===== src/rtl/score_tally.sv =====
// score_tally: turns each dropper lane's finish into a judged HIT or MISS and
// keeps the game tallies (score, hit/miss counts, combo, max combo) for the HUD.
//
//  state | meaning
//  IDLE  | waiting for start key; tallies held at zero, finish flags tracked
//  PLAY  | judging lane finishes and accumulating tallies
//  OVER  | every lane finished; tallies frozen until return-to-idle key
module score_tally #(
  parameter int NUM_DROPS      = 32,
  parameter int POINTS_PER_HIT = 10,
  parameter int BONUS_PER_HIT  = 5,
  parameter int COMBO_BONUS_AT = 10,
  parameter int MAX_SCORE      = 9999
) (
  input  logic                 frame_clk,
  input  logic                 Reset,
  input  logic [7:0]           keycode,
  input  logic [7:0]           keycode_second,
  input  logic [NUM_DROPS-1:0] score_vec,
  input  logic [NUM_DROPS-1:0] done_vec,
  output logic [13:0]          total_score,
  output logic [7:0]           hit_count,
  output logic [7:0]           miss_count,
  output logic [7:0]           combo,
  output logic [7:0]           max_combo,
  output logic                 playing,
  output logic                 game_over,
  output logic                 full_combo
);

  typedef enum logic [1:0] {IDLE, PLAY, OVER} state_t;

  state_t               state;
  logic [NUM_DROPS-1:0] done_q;
  logic [NUM_DROPS-1:0] rise;
  logic [31:0]          hits_now;
  logic [31:0]          misses_now;
  logic [31:0]          hit_sum;
  logic [31:0]          miss_sum;
  logic [31:0]          combo_sum;
  logic [31:0]          bonus;
  logic [31:0]          score_sum;
  logic [7:0]           hit_nx;
  logic [7:0]           miss_nx;
  logic [7:0]           combo_nx;
  logic [7:0]           max_nx;
  logic [13:0]          score_nx;
  logic                 key_start;
  logic                 key_idle;

  assign key_start = (keycode == 8'h2c) || (keycode_second == 8'h2c);
  assign key_idle  = (keycode == 8'h01) || (keycode_second == 8'h01);

  // Judge this cycle's finish edges and form saturated next tallies.
  always_comb begin
    rise       = done_vec & ~done_q;
    hits_now   = '0;
    misses_now = '0;
    for (int i = 0; i < NUM_DROPS; i++) begin
      hits_now   = hits_now   + 32'(rise[i] &  score_vec[i]);
      misses_now = misses_now + 32'(rise[i] & ~score_vec[i]);
    end
    hit_sum   = 32'(hit_count)  + hits_now;
    miss_sum  = 32'(miss_count) + misses_now;
    combo_sum = 32'(combo)      + hits_now;
    hit_nx    = (hit_sum  > 32'd255) ? 8'd255 : hit_sum[7:0];
    miss_nx   = (miss_sum > 32'd255) ? 8'd255 : miss_sum[7:0];
    if (misses_now != 32'd0)
      combo_nx = 8'd0;
    else
      combo_nx = (combo_sum > 32'd255) ? 8'd255 : combo_sum[7:0];
    max_nx    = (combo_nx > max_combo) ? combo_nx : max_combo;
    // Bonus keys off the combo held before this cycle's hits.
    bonus     = (32'(combo) >= 32'(COMBO_BONUS_AT)) ? hits_now * 32'(BONUS_PER_HIT) : 32'd0;
    score_sum = 32'(total_score) + hits_now * 32'(POINTS_PER_HIT) + bonus;
    score_nx  = (score_sum > 32'(MAX_SCORE)) ? 14'(MAX_SCORE) : score_sum[13:0];
  end

  // Game FSM with registered tallies and status flags.
  always_ff @(posedge frame_clk or posedge Reset) begin
    if (Reset) begin
      state       <= IDLE;
      done_q      <= '0;
      total_score <= '0;
      hit_count   <= '0;
      miss_count  <= '0;
      combo       <= '0;
      max_combo   <= '0;
      playing     <= 1'b0;
      game_over   <= 1'b0;
      full_combo  <= 1'b0;
    end else begin
      // Tracked in every state so a lane already finished on entry to PLAY never counts.
      done_q <= done_vec;
      if (key_idle || state == IDLE) begin
        total_score <= '0;
        hit_count   <= '0;
        miss_count  <= '0;
        combo       <= '0;
        max_combo   <= '0;
        game_over   <= 1'b0;
        full_combo  <= 1'b0;
        if (!key_idle && key_start) begin
          state   <= PLAY;
          playing <= 1'b1;
        end else begin
          state   <= IDLE;
          playing <= 1'b0;
        end
      end else begin
        case (state)
          PLAY: begin
            total_score <= score_nx;
            hit_count   <= hit_nx;
            miss_count  <= miss_nx;
            combo       <= combo_nx;
            max_combo   <= max_nx;
            if (&done_vec) begin
              state      <= OVER;
              playing    <= 1'b0;
              game_over  <= 1'b1;
              full_combo <= (miss_nx == 8'd0) && (hit_nx != 8'd0);
            end
          end
          OVER: begin
            state <= OVER;
          end
          default: begin
            state   <= IDLE;
            playing <= 1'b0;
          end
        endcase
      end
    end
  end

endmodule


===== config.mk =====
export PLATFORM = sky130hd
export DESIGN_NAME = score_tally
export DESIGN_NICKNAME = d
export VERILOG_FILES = /design/src/rtl/score_tally.sv
export SDC_FILE = /design/constraint.sdc
export NUM_CORES = 1
export LEC_CHECK = 0
export CAP_MARGIN = 20
export CORE_UTILIZATION = 31
export DETAILED_ROUTE_END_ITERATION = 10
export RECOVER_POWER = 25
export SYNTH_ARGS = -nofsm -noshare
export SYNTH_HDL_FRONTEND = slang
export SYNTH_SLANG_ARGS = --single-unit

===== constraint.sdc =====
create_clock -name frame_clk -period 9.8 [get_ports frame_clk]
set_clock_uncertainty 0.1 [all_clocks]
set_input_delay 1.96 -clock frame_clk [delete_from_list [all_inputs] [get_ports frame_clk]]
set_output_delay 1.96 -clock frame_clk [all_outputs]
set_load 0.005 [all_outputs]

==> results.tsv <==
metric	value	unit
synth-seq-area-share	0.292	
drv_slew	35	
die_w	154	µm
worst_skew_pair.late_latency	0.35	ns
yosys_warnings	0	
cts_max_path_buffers	2	
synth-async-reset-ratio	1.00	
ys_seq_elements	83	
endpoint_kind	register	
clkTransAtPathRegs	0.07	ns
hold_class	register to register	
syn2layout_area_growth	39.7	%
slowest_stage	fa_1	
final_common_cell	buf_4	
min-delay-start	game_over$_DFFE_PP0P_	
cp.arrival	9.99	ns
relSlewSlack	-0.0978	
timing.rr.start	done_q[15]$_DFF_PP0_	
worstHoldPathCells	2	
initial_core_util	0.316	
synth-edff-count	0	
syn_area	7120	µm²
fin_util	0.441	
grt_max_degree	51	
io_pins	131	
grt_first_pass_wirelength	32800	µm
path_class	primary input to register	
num_vias	6020	
status	finished with violations	
cts_sinks	83	
row_count	55	
final_cell_mix	92 x buf_4, 83 x inv_1, 83 x dfrtp_1, 82 x clkdlybuf4s50_1, 59 x fa_1	
reg2reg_depth	32	
route.met2.wl	9100	µm
hold_viol_final	0	
grt_pass1_vias	6425	
synthCells	710	
drt_iter0_drc	183	
diodes	0	
grt_remaining_overflow	0	
fillerInstances	2206	
worstPathRequired	9.91	ns
postCtsHoldBufs	0	
hold_end	game_over$_DFFE_PP0P_	
yosys.area.top_type	dfrtp_1	
vdd_drop_max	0.177	mV
rsz0062_at_grt	yes	
r2r_slack	1.27	ns
cp-start-kind	primary input	
max_freq	101	MHz
ys_types	64	
fin_crit	9.88	ns
detail_route.wirelength	19800	µm
fin_ws	-0.0820	ns
cp_slowest_stage_delay	0.59	ns
worst-path-max-fanout	7	
grt_antenna_before_repair	0	
violations	max-capacitance violations, max-slew violations, negative setup slack	
p_leak	0.00462	µW
setup_viol	12	
avgViaCountPerCell	4.88	
placed_cells	1209	
stdcell_count	1233	
hpwl	15700	µm
drv_cap	1	
layout.nets	1147	
met1Wirelength	9250	µm
cts-root-buf	clkbuf_16	
first_pass_iters	5	
gp_congestion	0.800	
cts_tree	done	
synth.avg_cell_area	10.0	µm²
fin_crit_sh	1.01	
wl_per_cell	16.0	µm
drtAntennaViolNets	0	
core_area	22600	µm²
drc_errors	0	
top_layer	met4	
die_y	154	µm
cts-buffers-inserted	9	
critPathMostFrequentCell	fa_1	
die-area	23600	µm²
synth.area.top_cells	dfrtp_1 29%, fa_1 17%, ha_1 11%, inv_1 4.6%, o21ai_0 3.0%	
synth_top_cell_area_share	0.292	
wl_met3	1020	µm
io_buffers	130	
drive_above_1_share	0.212	
synth-main-ff-cell	dfrtp_1	
reg2reg_to	total_score[1]$_DFFE_PP0P_	
tightestPinTransition	1.64	ns
h-tree-depth	3	
grt_util_all_layers	0.176	
power-per-cell-area	225	nW/µm²
synth_nets	914	
## cell usage after synthesis, types with 7 or more instances
| cell | number |
|---|---|
| o21ai_0 | 43 |
| nor3_1 | 8 |
| a21oi_1 | 30 |
| inv_1 | 88 |
| or3b_2 | 17 |
| nor2_1 | 30 |
| nand2b_1 | 9 |
| o22ai_1 | 9 |
| xnor2_1 | 19 |
| o221a_2 | 8 |
| a21o_1 | 17 |
| ha_1 | 61 |
| nand2_1 | 33 |
| a211oi_1 | 8 |
| nand4_1 | 12 |
| dfrtp_1 | 83 |
| nor2b_1 | 14 |
| nor4_1 | 7 |
| nand3_1 | 15 |
| and3b_1 | 10 |
| clkbuf_1 | 14 |
| nand3b_1 | 23 |
| nor3b_1 | 17 |
| a31oi_1 | 8 |
| fa_1 | 61 |
## repair_timing
| item | CTS | global route |
|---|---|---|
| endpoints found under the setup margin | 14 | 22 |
| pin swaps | 24 | 12 |
| buffers inserted | 4 | 4 |
| resized for setup | 88 | 17 |
## worst max-delay path: cells and delay by family
family          cells  cell delay, ns
xor+xnor            1            0.13
simple gates        4            0.60
compound gates      7            1.18
mux                 1            0.30
buf+inv             7            0.53
fa+ha+maj          13            5.30
## stage by stage
stage	worst slack (ns)	hold slack, ns	total power (µW)	area (µm²)	setup TNS, ns
2_1_floorplan	0.00890	0.375	1220	7260	0
3_5_place_dp	-0.824	0.408	1830	9610	-11.81
3_3_place_gp	-0.755	0.400	1830	9610	-10.90
5_1_grt	-0.544	0.457	2460	9950	-6.66
4_1_cts	-0.0699	0.425	2230	9890	-0.323
6_report	-0.0820	0.425	2240	9950	-0.553
## kinds of logic (layout without fill, tap and decap cells)
group	count (synthesis)	in the layout	share of synthesized area
xor gates and xnor gates	26	26	0.0330
AOI/OAI and AO/OA	157	157	0.150
DFF	83	83	0.292
adders and majority gates	124	124	0.282
muxes	7	7	0.0105
and+or+nand+nor	209	209	0.177
buffers and inverters	104	342	0.0559
## flip-flops by register name, indices dropped and copies added (netlist names)
| name | count |
|---|---|
| done_q | 32 |
| total_score | 14 |
| combo | 8 |
| hit_count | 8 |
| max_combo | 8 |
| miss_count | 8 |
| state | 2 |
| full_combo | 1 |
| game_over | 1 |
| playing | 1 |
## power by group
group	total, µW	switching [µW]	internal [µW]
registers	352	2.67	349
logic	1520	757	766
clock network	360	154	206
total	2240	914	1320
## how the worst max path moves through the flow
stage	startpoint	endpoint	slack, ns
finish	score_vec[15]	total_score[1]$_DFFE_PP0P_	-0.08
detailed placement	done_vec[17]	total_score[6]$_DFFE_PP0P_	-0.82
global placement	done_vec[17]	total_score[2]$_DFFE_PP0P_	-0.76
floorplan	score_vec[0]	total_score[4]$_DFFE_PP0P_	0.009
global route	score_vec[3]	total_score[6]$_DFFE_PP0P_	-0.54
CTS	score_vec[15]	total_score[6]$_DFFE_PP0P_	-0.07
## final cells by class
| type | instances | area [µm²] | area share |
|---|---|---|---|
| multi-input cells | 523 | 4890 | 0.491 |
| flip-flops and latches | 83 | 2080 | 0.209 |
| repair buffers | 238 | 1990 | 0.200 |
| well taps | 285 | 357 | 0.0358 |
| inverters | 88 | 332 | 0.0333 |
| clock buffers | 11 | 243 | 0.0244 |
| clock inverters | 5 | 60.1 | 0.00604 |
## routing by layer
layer / vias to the layer above / global-route usage
li1: 2960 / -
met1: 2894 / 0.236
met2: 142 / 0.283
met3: 24 / 0.0364
met4: 0 / 0.0548
met5: - / 0
(Power assumes the default switching activity.)
